===== src/rtl/otter_wb_pkg.sv =====
// Shared widths and the writeback request record for the OTTER writeback arbiter.
package otter_wb_pkg;
  localparam int REG_ADDR_W = 5;
  localparam int NUM_REGS   = 32;
  localparam int WB_XLEN    = 32;

  typedef struct packed {
    logic [REG_ADDR_W-1:0] rd;
    logic [WB_XLEN-1:0]    data;
  } wb_req_t;
endpackage


===== src/rtl/otter_wb_fifo.sv =====
// Synchronous FIFO of writeback requests; extra pointer MSB distinguishes full from empty.
module otter_wb_fifo
  import otter_wb_pkg::*;
#(
  parameter int  DEPTH   = 4,
  parameter type entry_t = wb_req_t
) (
  input  logic   clock,
  input  logic   reset,
  input  logic   push,
  input  entry_t wdata,
  input  logic   pop,
  output logic   full,
  output logic   empty,
  output entry_t head
);
  localparam int AW = $clog2(DEPTH);

  entry_t        mem [DEPTH];
  logic [AW:0]   wr_ptr;
  logic [AW:0]   rd_ptr;

  assign empty = (wr_ptr == rd_ptr);
  assign full  = (wr_ptr[AW] != rd_ptr[AW]) && (wr_ptr[AW-1:0] == rd_ptr[AW-1:0]);
  assign head  = mem[rd_ptr[AW-1:0]];

  always_ff @(posedge clock) begin
    if (reset) begin
      wr_ptr <= '0;
      rd_ptr <= '0;
    end else begin
      if (push) wr_ptr <= wr_ptr + 1'b1;
      if (pop)  rd_ptr <= rd_ptr + 1'b1;
    end
  end

  always_ff @(posedge clock) begin
    if (push) mem[wr_ptr[AW-1:0]] <= wdata;
  end
endmodule


===== src/rtl/otter_wb_arbiter.sv =====
// Register-file writeback arbiter (primary wins, long-latency results queued) plus pending scoreboard.
// Define OTTER_WB_BYPASS_EN to add operand bypass outputs and commit-cycle stall suppression.
module otter_wb_arbiter
  import otter_wb_pkg::*;
#(
  parameter int DEPTH = 4,
  parameter int XLEN  = 32
) (
  input  logic                  clock,
  input  logic                  reset,
  input  logic                  pri_valid,
  input  logic [REG_ADDR_W-1:0] pri_rd,
  input  logic [XLEN-1:0]       pri_data,
  input  logic                  sec_valid,
  output logic                  sec_ready,
  input  logic [REG_ADDR_W-1:0] sec_rd,
  input  logic [XLEN-1:0]       sec_data,
  input  logic                  iss_valid,
  input  logic [REG_ADDR_W-1:0] iss_rd,
  input  logic [REG_ADDR_W-1:0] rs1,
  input  logic [REG_ADDR_W-1:0] rs2,
  output logic                  stall,
  output logic                  rf_we,
  output logic [REG_ADDR_W-1:0] rf_wa,
  output logic [XLEN-1:0]       rf_wd,
`ifdef OTTER_WB_BYPASS_EN
  output logic                  byp1_hit,
  output logic                  byp2_hit,
  output logic [XLEN-1:0]       byp1_data,
  output logic [XLEN-1:0]       byp2_data,
`endif
  output logic [NUM_REGS-1:0]   pending
);
  // Same layout as wb_req_t, sized to this instance's XLEN.
  typedef struct packed {
    logic [REG_ADDR_W-1:0] rd;
    logic [XLEN-1:0]       data;
  } req_t;

  req_t                sec_req;
  req_t                head;
  logic                full;
  logic                empty;
  logic                push;
  logic                pop;
  logic [NUM_REGS-1:0] pending_q;
  logic [NUM_REGS-1:0] set_vec;
  logic [NUM_REGS-1:0] clr_vec;

  // Secondary handshake: a result transfers on any rising edge where sec_valid && sec_ready;
  // sec_ready depends only on the registered full flag, never on a same-cycle pop.
  assign sec_ready = !full && !reset;
  assign push      = sec_valid && sec_ready;
  assign sec_req   = '{rd: sec_rd, data: sec_data};

  otter_wb_fifo #(.DEPTH(DEPTH), .entry_t(req_t)) u_fifo (
    .clock (clock),
    .reset (reset),
    .push  (push),
    .wdata (sec_req),
    .pop   (pop),
    .full  (full),
    .empty (empty),
    .head  (head)
  );

  // x0 requests are consumed but never enable the write port.
  always_comb begin
    rf_we = 1'b0;
    rf_wa = '0;
    rf_wd = '0;
    pop   = 1'b0;
    if (!reset) begin
      if (pri_valid) begin
        rf_we = (pri_rd != '0);
        rf_wa = pri_rd;
        rf_wd = pri_data;
      end else if (!empty) begin
        pop   = 1'b1;
        rf_we = (head.rd != '0);
        rf_wa = head.rd;
        rf_wd = head.data;
      end
    end
  end

  always_comb begin
    set_vec = '0;
    clr_vec = '0;
    if (iss_valid) set_vec[iss_rd] = 1'b1;
    if (pop)       clr_vec[head.rd] = 1'b1;
    set_vec[0] = 1'b0;
    clr_vec[0] = 1'b0;
  end

  // Clear first, then set, so a same-cycle issue to a committing register stays pending.
  always_ff @(posedge clock) begin
    if (reset) pending_q <= '0;
    else       pending_q <= (pending_q & ~clr_vec) | set_vec;
  end

  assign pending = pending_q;

`ifdef OTTER_WB_BYPASS_EN
  assign stall     = (pending_q[rs1] && !clr_vec[rs1]) || (pending_q[rs2] && !clr_vec[rs2]);
  assign byp1_hit  = rf_we && (rf_wa == rs1) && (rs1 != '0);
  assign byp2_hit  = rf_we && (rf_wa == rs2) && (rs2 != '0);
  assign byp1_data = rf_wd;
  assign byp2_data = rf_wd;
`else
  assign stall = pending_q[rs1] || pending_q[rs2];
`endif

  a_no_waw_issue: assert property (@(posedge clock) disable iff (reset)
    (iss_valid && iss_rd != '0) |-> (!pending_q[iss_rd] || clr_vec[iss_rd]));

  a_no_pri_to_pending: assert property (@(posedge clock) disable iff (reset)
    (pri_valid && pri_rd != '0) |-> !pending_q[pri_rd]);
endmodule


===== config.mk =====
export PLATFORM = sky130hd
export DESIGN_NAME = otter_wb_arbiter
export DESIGN_NICKNAME = d
export VERILOG_FILES = /design/src/rtl/otter_wb_pkg.sv /design/src/rtl/otter_wb_fifo.sv /design/src/rtl/otter_wb_arbiter.sv
export SDC_FILE = /design/constraint.sdc
export NUM_CORES = 1
export LEC_CHECK = 0
export CORE_MARGIN = 3
export CORE_UTILIZATION = 46
export DETAILED_ROUTE_END_ITERATION = 6
export PLACE_DENSITY = 0.79
export SYNTH_ARGS = -nofsm -noshare
export SYNTH_HDL_FRONTEND = slang
export SYNTH_SLANG_ARGS = --single-unit

===== constraint.sdc =====
create_clock -name clock -period 2.58 [get_ports clock]
set_input_delay 0.516 -clock clock [delete_from_list [all_inputs] [get_ports clock]]
set_output_delay 0.516 -clock clock [all_outputs]
set_load 0.05 [all_outputs]

==> metrics list <==
- Outcome: complete, but fails checks
- Failing checks: DRC, setup timing
- After detailed placement, the total cell area comes to about 11000 um^2.
- DRC violations left: 1
- After routing the design area is between 10000 and 15000 um^2.
* Number of top-level design ports: approximately 170
- Final worst-path cycle share: 105%
- Number of global-route vias before repair: between 5000 and 6000
* Total Power: 7.68 mW
- Clock skew after layout: around 0.018 ns
* Setup TNS: -0.943 ns
* Avg Inst Size Synth: around 16 um^2
- Total inserted antenna cells: 0
* Number of endpoints with negative hold slack in the final report: 0
- The clock net in this run drives a total of 187 sinks.
- Final standard cell count with taps included and fillers excluded: 918
* Initial standard-cell utilization of the core: between 40% and 50%
- The first global-routing pass estimated between 30000 and 40000 um of wire.
* Synthesized instance count: 489
- Share of the core filled with cells in the final layout: between 60% and 70%
- The net count of the finished layout is between 700 and 800.
- Average wire length per cell after detail routing: around 22 um
- STA classifies the critical path endpoint as an output port.
- Row count: 47
- Global route overflow: 0
- H-tree lvl count: 4
* Worst relative slew slack: a little under three fifths
- Post-detailed-placement half-perimeter wirelength: ~14000 um
- The Yosys step of the flow raised 0 warnings.
* Maximum clock rate: approximately 0.37 GHz
* Layout Area Growth over Synthesis: 42.9%
* Remaining antenna violation count after routing: 0
* Iteration count of the initial detailed-routing pass: 7
* Die Footprint: 18900 um^2
- GPL Wtd Cong: 0.883
* Buffer cell driving the clock tree root: clkbuf_16
* Clock transition at path regs: about 0.070 ns
- Worst slew pin tran: around 0.67 ns
- Highest fanout seen on the critical path: 5
* Number of I/O port buffers: between 150 and 200
* Number of buffers added to fix hold violations after cts: 0
- For this run, the total global-route usage over all layers was measured as 22.2%.
- Arrival time at the worst endpoint: about 2.2 ns
* Part of the Yosys area used for sequential elements: about two thirds
* Final setup fails: 21
- Across the VDD grid, the largest voltage drop is just over 0.6 mV.
- Category of the critical setup timing path: reg -> out
* Die height: 137 um
- Max-cap violations in this run came to 0.
- Max Slew Vio Count: 0
- The synthesized design contains approximately 190 register bits.
* Final critical delay including setup and external delays: about 2.7 ns
- No sink is reached through more buffers than the 2 on the longest clock path.
- For this design the ratio of total power to cell area is 677 nW/um^2.
- Total standard cell area after synthesis: just under 8000 um^2
- Initial antenna violation count: 0
* Net Count, Synth: 588
- Worst hold path class: reg -> reg
* Avg Vias per Cell: between 5 and 6
- TritonCTS Buffers: 17
* Leakage power: between 3 and 4 nW
- DP Cell Count: around 880
- Number of vias in the routed layout: 5426
- Clock network latency to the later pin of the worst-skew pair: 0.43 ns
- Final setup slack of the worst path: -0.139 ns
- Iter 0 DRT Violations: about 490
* Placeable core region: roughly 17000 um^2
- Distinct cell type count after synthesis: 44
- Pin count of the biggest net entering global routing: 29
* Setup repair after global routing missed its margin: true
- After detailed routing, the total wire length is 20400 um.
* Clock tree from TritonCTS: built
- Crit start category: flip-flop
- Share of post-route cells with drive strength above 1: about 28%
- Die width: 137 um
* Critical path data required time: approximately 2.1 ns
==> metrics by stage <==
stage	hold WS, ns	worst slack, ns
after CTS	0.533	-0.177
after detailed placement	0.524	-0.452
final	0.534	-0.139
after global routing	0.536	-0.203
after global placement	0.515	-0.404
after floorplan	0.531	-0.000620
==> final timing paths <==
kind | startpoint | endpoint | slack, ns | depth (start not counted)
setup reg to reg | flip-flop | pending[10] | 0.28 | 6
hold / removal | pending[30] | pending[30] | 0.53 | 2
hold reg to reg | pending[30] | pending[30] | 0.53 | 2
setup / recovery | flip-flop | rf_we | -0.14 | 5
==> cell usage after synthesis <==
cell	number	area, um^2
o21ai_1	3	15.0
nand3b_1	7	52.6
inv_1	8	30.0
a2111oi_0	1	8.76
buf_4	1	7.51
and3b_1	3	26.3
o311a_1	1	10.0
a311oi_1	2	17.5
a21oi_1	27	135
a221oi_1	1	8.76
nor2_1	10	37.5
xor2_1	2	17.5
a31oi_1	3	18.8
ha_1	5	62.6
xnor2_1	6	52.6
o21ai_0	22	110
nand4b_1	1	8.76
nand2_1	41	154
nor2b_1	2	12.5
o31ai_2	1	12.5
nor3_1	1	5.00
mux4_2	51	1150
o211ai_1	4	30.0
mux2i_1	4	40.0
clkbuf_1	16	60.1
a311oi_2	1	15.0
nand3_1	4	20.0
dfxtp_1	39	781
or3_4	1	11.3
edfxtp_1	148	4440
buf_1	2	7.51
buf_2	7	35.0
buf_6	1	11.3
a41o_1	1	10.0
nor4b_1	1	8.76
mux2_2	3	33.8
o31ai_1	1	7.51
and3_1	2	12.5
conb_1	1	3.75
a32o_1	3	30.0
a22o_1	37	324
or4_1	1	7.51
and2_1	5	31.3
nor3b_1	8	60.1
==> cell type report <==
class	count	area [um^2]
clock inverter	13	139
fill	1081	5420
timing repair buffer	204	2540
sequential	187	5240
tap	220	275
inverter	8	30.0
multi-input combinational	267	2690
clock buffer	19	433
==> cell usage in the layout (no fill, tap or decap), drive strengths merged, types with 5 or more instances in the layout <==
cell and count:
a21oi 27, a22o 37, and2 5, buf 79
clkbuf 21, clkdlybuf4s50 118, dfxtp 39, edfxtp 148
ha 5, inv 12, mux4 51, nand2 41
nand3b 7, nor2 10, nor3b 8, o21ai 25
xnor2 6
==> logic make-up (layout without fill, tap and decap cells) <==
group / count (synthesis) / after routing / share of synthesized area, %
flip-flops: 187 / 187 / 65.8
AO/OA/AOI/OAI: 108 / 108 / 9.49
AND/OR/NAND/NOR: 87 / 87 / 5.64
multiplexers: 58 / 58 / 15.4
buffers and inverters: 35 / 244 / 1.91
XOR/XNOR: 8 / 8 / 0.883
adder cells (fa/ha/maj): 5 / 5 / 0.788
other: 1 / 1 / 0.0473
==> critical path, cell delays in order, from the launching register on <==
cell and delay (ns):
dfxtp_4 0.39, mux4_2 0.51, or3_4 0.44, o31ai_4 0.19, nand2_2 0.09, buf_12 0.15
==> metal layers <==
layer	track usage, %	vias up	part of all wire (%)
met5	0	-	0
met4	6.87	0	1.7
met3	7.12	33	9.7
met2	35.9	334	50
met1	28.8	2687	39
li1	-	2372	-
==> flip-flops by register name (all words and copies together) (netlist names), named ones only <==
register,count
u_fifo.wr_ptr,3
pending,31
u_fifo.rd_ptr,3
u_fifo.mem,148
==> power breakdown <==
group / switching, mW / internal (mW)
Sequential: 0.0521 / 3.34
Clock: 1.10 / 1.43
Combinational: 0.857 / 0.902
==> repair_timing <==
item,CTS,global route
buffers inserted,5,2
cloned,2,0
endpoints found under the setup margin,39,39
resized for setup,20,24
pin swaps,3,9
No activity file was read; power rests on OpenSTA's default activity.
